### src/rtl/hilo_muldiv_ctrl.sv
// HI/LO register owner and sequencer for the MIPS multiply/divide group.
// Multiplies complete in one cycle here; divides run on an external divider,
// and this block captures the divider's quotient and remainder. While a
// divide is in flight, any HI/LO access or new mul/div/mt op is stalled.
module hilo_muldiv_ctrl #(
    parameter int DIV_LATENCY = 33,
    parameter int CNT_W       = 6
) (
    input  logic        clk,
    input  logic        reset,
    input  logic        op_valid,
    input  logic [2:0]  op,
    input  logic [31:0] rs_val,
    input  logic [31:0] rt_val,
    input  logic        mf_req,
    input  logic        mf_sel,
    output logic [31:0] mf_data,
    output logic        stall,
    output logic        busy,
    output logic        div_start,
    output logic        div_signed,
    output logic [31:0] div_a,
    output logic [31:0] div_b,
    input  logic [31:0] div_quotient,
    input  logic [31:0] div_remainder
);

    localparam logic [0:0] ST_IDLE    = 1'b0;
    localparam logic [0:0] ST_DIV_RUN = 1'b1;

    localparam logic [2:0] OP_NONE  = 3'd0;
    localparam logic [2:0] OP_MULT  = 3'd1;
    localparam logic [2:0] OP_MULTU = 3'd2;
    localparam logic [2:0] OP_DIV   = 3'd3;
    localparam logic [2:0] OP_DIVU  = 3'd4;
    localparam logic [2:0] OP_MTHI  = 3'd5;
    localparam logic [2:0] OP_MTLO  = 3'd6;
    localparam logic [2:0] OP_RSVD  = 3'd7;

    // Counter value on which the divider result is valid and gets captured.
    localparam logic [CNT_W-1:0] CNT_LAST = CNT_W'(DIV_LATENCY);

    logic [0:0]       state_q, state_d;
    logic [CNT_W-1:0] cnt_q, cnt_d;
    logic [31:0]      hi_q, hi_d;
    logic [31:0]      lo_q, lo_d;

    logic        op_needs_slot;
    logic        accept;
    logic        is_div_op;
    logic        mult_signed;
    logic [63:0] mul_a;
    logic [63:0] mul_b;
    logic [63:0] product;

    // NONE and the reserved encoding never touch HI/LO, so they never stall.
    assign op_needs_slot = op_valid && (op != OP_NONE) && (op != OP_RSVD);

    assign busy   = (state_q == ST_DIV_RUN);
    assign stall  = busy && (mf_req || op_needs_slot);
    assign accept = op_valid && !busy;

    // A divide by zero is simply dropped: no launch, HI/LO untouched.
    assign is_div_op  = (op == OP_DIV) || (op == OP_DIVU);
    assign div_start  = accept && is_div_op && (rt_val != 32'd0);
    assign div_signed = (op == OP_DIV);
    assign div_a      = rs_val;
    assign div_b      = rt_val;

    // Reads see the registered value, so a same-cycle write is not visible yet.
    assign mf_data = mf_sel ? hi_q : lo_q;

    // One shared 64x64 multiplier: sign-extending for MULT makes the low 64
    // bits of the product equal the exact signed 64-bit result.
    assign mult_signed = (op == OP_MULT);
    assign mul_a   = {{32{mult_signed & rs_val[31]}}, rs_val};
    assign mul_b   = {{32{mult_signed & rt_val[31]}}, rt_val};
    assign product = mul_a * mul_b;

    // Next-state logic for the controller state, divide counter and HI/LO.
    always_comb begin
        state_d = state_q;
        cnt_d   = cnt_q;
        hi_d    = hi_q;
        lo_d    = lo_q;
        if (state_q == ST_IDLE) begin
            if (accept) begin
                case (op)
                    OP_MULT, OP_MULTU: begin
                        hi_d = product[63:32];
                        lo_d = product[31:0];
                    end
                    OP_MTHI: hi_d = rs_val;
                    OP_MTLO: lo_d = rs_val;
                    OP_DIV, OP_DIVU: begin
                        if (div_start) begin
                            state_d = ST_DIV_RUN;
                            cnt_d   = CNT_W'(1);
                        end
                    end
                    default: ;
                endcase
            end
        end else begin
            if (cnt_q == CNT_LAST) begin
                lo_d    = div_quotient;
                hi_d    = div_remainder;
                state_d = ST_IDLE;
                cnt_d   = '0;
            end else begin
                cnt_d = cnt_q + CNT_W'(1);
            end
        end
    end

    // State registers; reset may land mid-divide and abandons it cleanly.
    always_ff @(posedge clk or posedge reset) begin
        if (reset) begin
            state_q <= ST_IDLE;
            cnt_q   <= '0;
            hi_q    <= 32'd0;
            lo_q    <= 32'd0;
        end else begin
            state_q <= state_d;
            cnt_q   <= cnt_d;
            hi_q    <= hi_d;
            lo_q    <= lo_d;
        end
    end

endmodule

### config.mk
export PLATFORM = sky130hd
export DESIGN_NAME = hilo_muldiv_ctrl
export DESIGN_NICKNAME = d
export VERILOG_FILES = /design/src/rtl/hilo_muldiv_ctrl.sv
export SDC_FILE = /design/constraint.sdc
export NUM_CORES = 2
export LEC_CHECK = 0
export CAP_MARGIN = 20
export CORE_ASPECT_RATIO = 2
export CORE_MARGIN = 2
export CORE_UTILIZATION = 53
export DETAILED_ROUTE_END_ITERATION = 7
export PLACE_DENSITY = 0.82
export SYNTH_ARGS = -nofsm -noshare
export SYNTH_HDL_FRONTEND = slang
export SYNTH_SLANG_ARGS = --single-unit
### constraint.sdc
create_clock -name clk -period 5.6 [get_ports clk]
set_input_delay 1.68 -clock clk [delete_from_list [all_inputs] [get_ports clk]]
set_output_delay 1.68 -clock clk [all_outputs]
set_load 0.01 [all_outputs]
==> results of run 1 <==
cells by family after synthesis:
kind of cell	count (synthesis)	share of synthesized area, %
buffers and inverters	1527	13.99
and+or+nand+nor	1397	14.85
adders and majority gates	1339	58.80
AOI/OAI and AO/OA	379	5.702
DFF	71	4.146
xor gates and xnor gates	70	1.431
muxes	42	1.074
layer usage:
metal  GRT usage (%)  GRT overflow
met1           47.81             0
met2           81.12             3
met3           27.71             0
met4           59.86             8
met5           6.659             0
through the flow:
stage / instances / hold slack (ns) / setup WS, ns
2_1_floorplan: 4825 / 0.4426 / -3.415
3_3_place_gp: 6340 / 0.4587 / -4.041
3_5_place_dp: 6340 / 0.4678 / -4.100
4_1_cts: 6546 / 0.4896 / -3.387
timing repair:
action | CTS
gates cloned | 36
setup endpoints to repair | 60
resized for setup | 737
pin swaps | 290
setup buffers | 165
==> results.json, run 1 <==
{
  "synthCells": 4825,
  "synth_top_cell_by_area": "fa_1",
  "synth_common_cells": "1155 x inv_1, 1125 x fa_1, 868 x nand2_1",
  "synth_fp_nets": 6300,
  "grt_remaining_overflow": 11,
  "dpl.hpwl_mm": 132.6,
  "grt_pass1_vias": 48410,
  "rows": 147,
  "ios": 236,
  "ys_seq_elements": 71,
  "dieHeight_um": 406.1,
  "flow.stopped_at": "global routing",
  "cts.sinks": 71,
  "grt_start_max_net_pins": 61,
  "synthTopCellsByArea": "fa_1 53%, inv_1 10%, nand2_1 7.6%",
  "place_congestion": 1.059,
  "ys_seq_area_share_pct": 4.146,
  "grt_usage_pct": 53.72,
  "synth_edf_count": 0,
  "htree_levels": 3,
  "start_util_pct": 53.44,
  "synth_area_mm2": 0.04285,
  "ys_warn_count": 0,
  "synthArstFlopShare_pct": 100.0,
  "synth_cell_type_count": 75,
  "synth.most_common_cell": "inv_1",
  "yosysTopAreaCellShare_pct": 52.55,
  "root_buffer": "clkbuf_16",
  "status": "did not finish",
  "ys.flop_type": "dfrtp_1",
  "grt_pass1_wl_mm": 313.3,
  "post_dp_cell_area_mm2": 0.05116,
  "ctsLongestPathBuffers": 2,
  "numPortBuffers": 235,
  "die_width_um": 205.1,
  "hold_buffers": 0,
  "numCtsBuffers": 9,
  "avgSynthCellArea_um2": 8.882,
  "stop_error": "[ERROR GRT-0116] Global routing finished with congestion. Check the congestion regions in the DRC Viewer."
}
==> run 2, diff against run 1 <==
--- a/config.mk
+++ b/config.mk
@@ -6,11 +6,10 @@
 export NUM_CORES = 2
 export LEC_CHECK = 0
 export CAP_MARGIN = 20
-export CORE_ASPECT_RATIO = 2
 export CORE_MARGIN = 2
-export CORE_UTILIZATION = 53
+export CORE_UTILIZATION = 38
 export DETAILED_ROUTE_END_ITERATION = 7
-export PLACE_DENSITY = 0.82
+export PLACE_DENSITY_LB_ADDON = 0.15
 export SYNTH_ARGS = -nofsm -noshare
 export SYNTH_HDL_FRONTEND = slang
 export SYNTH_SLANG_ARGS = --single-unit
==> results.json, run 2 <==
{
  "yosysTopAreaCellShare_pct": 52.55,
  "synth_edf_count": 0,
  "rows": 123,
  "via_per_inst": 4.985,
  "worst_skew_pair.late_latency_ns": 0.35,
  "drc": 0,
  "die_width_um": 339.8,
  "synth_compound_area_share_pct": 5.702,
  "avgSynthCellArea_um2": 8.882,
  "finalHoldViolCount": 0,
  "synth_xor_area_share_pct": 1.431,
  "area_growth_pct": 31.77,
  "fin_cells": 6967,
  "maxCapViolCount": 0,
  "fin_ws_ns": -3.250,
  "grt_pass1_wl_mm": 239.9,
  "holdPathEnd": "lo_q[21]$_DFFE_PP0P_",
  "root_buffer": "clkbuf_16",
  "cts.sinks": 71,
  "r2r-start": "busy$_DFF_PP0_",
  "first_pass_iters": 5,
  "grt_pass1_vias": 38070,
  "ios": 236,
  "most-common-layout-cells": "1065 x inv_1, 1023 x fa_1, 828 x nand2_1",
  "rr_worst_depth": 8,
  "place_inst": 6768,
  "period_needed_ns": 8.850,
  "synth.most_common_cell": "inv_1",
  "grt_remaining_overflow": 0,
  "cp.arrival_ns": 9.11,
  "dieHeight_um": 339.8,
  "critPathMaxFanout": 5,
  "min_path_type": "reg2reg",
  "synth_common_cells": "1155 x inv_1, 1125 x fa_1, 868 x nand2_1",
  "finalWirelength_mm": 158.3,
  "cp_common_cell": "fa_1",
  "start_util_pct": 38.20,
  "crit_type": "in2reg",
  "wl_per_cell_um": 22.72,
  "synthAdderAreaFrac_pct": 58.80,
  "die-area_mm2": 0.1155,
  "ys.flop_type": "dfrtp_1",
  "hold_buffers": 0,
  "skew_ns": 0.01147,
  "cp.required_ns": 5.86,
  "ys_warn_count": 0,
  "start_kind": "input pin",
  "max_stage_delay_ns": 0.56,
  "synthArstFlopShare_pct": 100.0,
  "fmax_mhz": 113.0,
  "reg_top3": "hi_q (32), lo_q (32), cnt_q (6)",
  "utilization_pct": 50.33,
  "ctsLongestPathBuffers": 2,
  "rrSetupSlack_ns": 3.07,
  "finalSetupViolCount": 58,
  "grt_start_max_net_pins": 61,
  "cts_tree": "yes",
  "relSlewSlack_pct": 44.60,
  "num_vias": 34730,
  "synth_mux_area_share_pct": 1.074,
  "postRouteAntennaNets": 0,
  "grt_usage_pct": 27.91,
  "timing.rr.end": "lo_q[13]$_DFFE_PP0P_",
  "numCtsBuffers": 9,
  "ys_seq_area_share_pct": 4.146,
  "tightest_slew_ns": 0.8299,
  "violations": "setup timing",
  "fin_crit_sh_pct": 158.0,
  "synthTopCellsByArea": "fa_1 53%, inv_1 10%, nand2_1 7.6%",
  "rsz0062_at_grt": "true",
  "yosys.area_share.simple_pct": 14.85,
  "numPortBuffers": 235,
  "hold_depth": 2,
  "dpl.hpwl_mm": 125.6,
  "slew_violations": 0,
  "antenna_found_initial": 17,
  "synth_fp_nets": 6300,
  "synth_area_mm2": 0.04285,
  "drt_iter0_drc": 2224,
  "place_congestion": 0.8977,
  "htree_levels": 3,
  "slowest_stage": "fa_1",
  "synth_top_cell_by_area": "fa_1",
  "status": "finished with violations",
  "min-delay-start": "lo_q[21]$_DFFE_PP0P_",
  "core-area_mm2": 0.1122,
  "final_common_cell": "inv_1",
  "clk_pin_slew_ns": 0.07,
  "fin_nets": 6928,
  "tns_ns": -146.79,
  "ys_seq_elements": 71,
  "critPathCaptureType": "flip-flop",
  "drive_above_1_share_pct": 26.33,
  "synth_top_family_by_area": "adder cells",
  "synth_cell_type_count": 75,
  "synthCells": 4825
}
[run 2: cell counts after synthesis]
No cell type changed its count.
[run 2: final cells by class]
type,count,area [µm²]
fillers,10510,55720
well taps,1500,1877
diodes,10,25.02
repair buffers,989,10070
inverters,1155,4348
flip-flops and latches,71,1777
clock inverters,5,57.56
clock buffers,10,239.0
multi-input cells,3227,38080
[run 2: metal layers]
layer / track usage, % / share of wire (%) / up-vias
met5: 0 / 0.014 / -
li1: - / - / 15230
met4: 9.873 / 4.2 / 4
met1: 35.76 / 40 / 18330
met2: 48.67 / 50 / 936
met3: 3.301 / 5.4 / 236
[run 2: worst max-delay path by stage]
stage	startpoint	to	slack (ns)	cells past startpoint
floorplan	op[0]	hi_q[30]$_DFFE_PP0P_	-3.42	30
global placement	op[0]	hi_q[25]$_DFFE_PP0P_	-4.08	32
detailed placement	op[0]	hi_q[27]$_DFFE_PP0P_	-4.15	32
CTS	op[1]	hi_q[21]$_DFFE_PP0P_	-3.36	29
global route	op[1]	hi_q[25]$_DFFE_PP0P_	-3.47	31
finish	op[1]	hi_q[28]$_DFFE_PP0P_	-3.25	31
[run 2: cell families (layout without fill, tap and decap cells)]
group,count (synthesis),in the layout
multiplexers,42,42
flip-flops,71,71
XOR/XNOR,70,70
AO/OA/AOI/OAI,379,379
buffers and inverters,1527,2159
AND/OR/NAND/NOR,1397,1397
other,0,10
adder cells (fa/ha/maj),1339,1339
[run 2: worst max-delay path: cells and delay by family]
| family | cells | cell delay, ns |
|---|---|---|
| AOI/OAI and AO/OA | 4 | 0.76 |
| xor gates and xnor gates | 1 | 0.13 |
| and+or+nand+nor | 8 | 1.15 |
| buffers and inverters | 9 | 1.04 |
| adders and majority gates | 9 | 4.31 |
[run 2: timing repair]
item,4_1_cts,5_1_grt
setup endpoints to repair,59,59
pin swaps,228,274
gates cloned,13,4
setup buffers,112,73
gates resized for setup,553,397
[run 2: metrics by stage]
stage	worst slack, ns	hold slack (ns)	cell area [µm²]
global placement	-4.082	0.4620	51200
detailed placement	-4.155	0.4715	51200
finish	-3.250	0.4847	56470
floorplan	-3.415	0.4426	44580
global route	-3.474	0.5129	56460
CTS	-3.355	0.4834	54420
Power of run 2 is not shown: default switching activity piles up to over one toggle a cycle in this logic, so the estimate is an artifact.
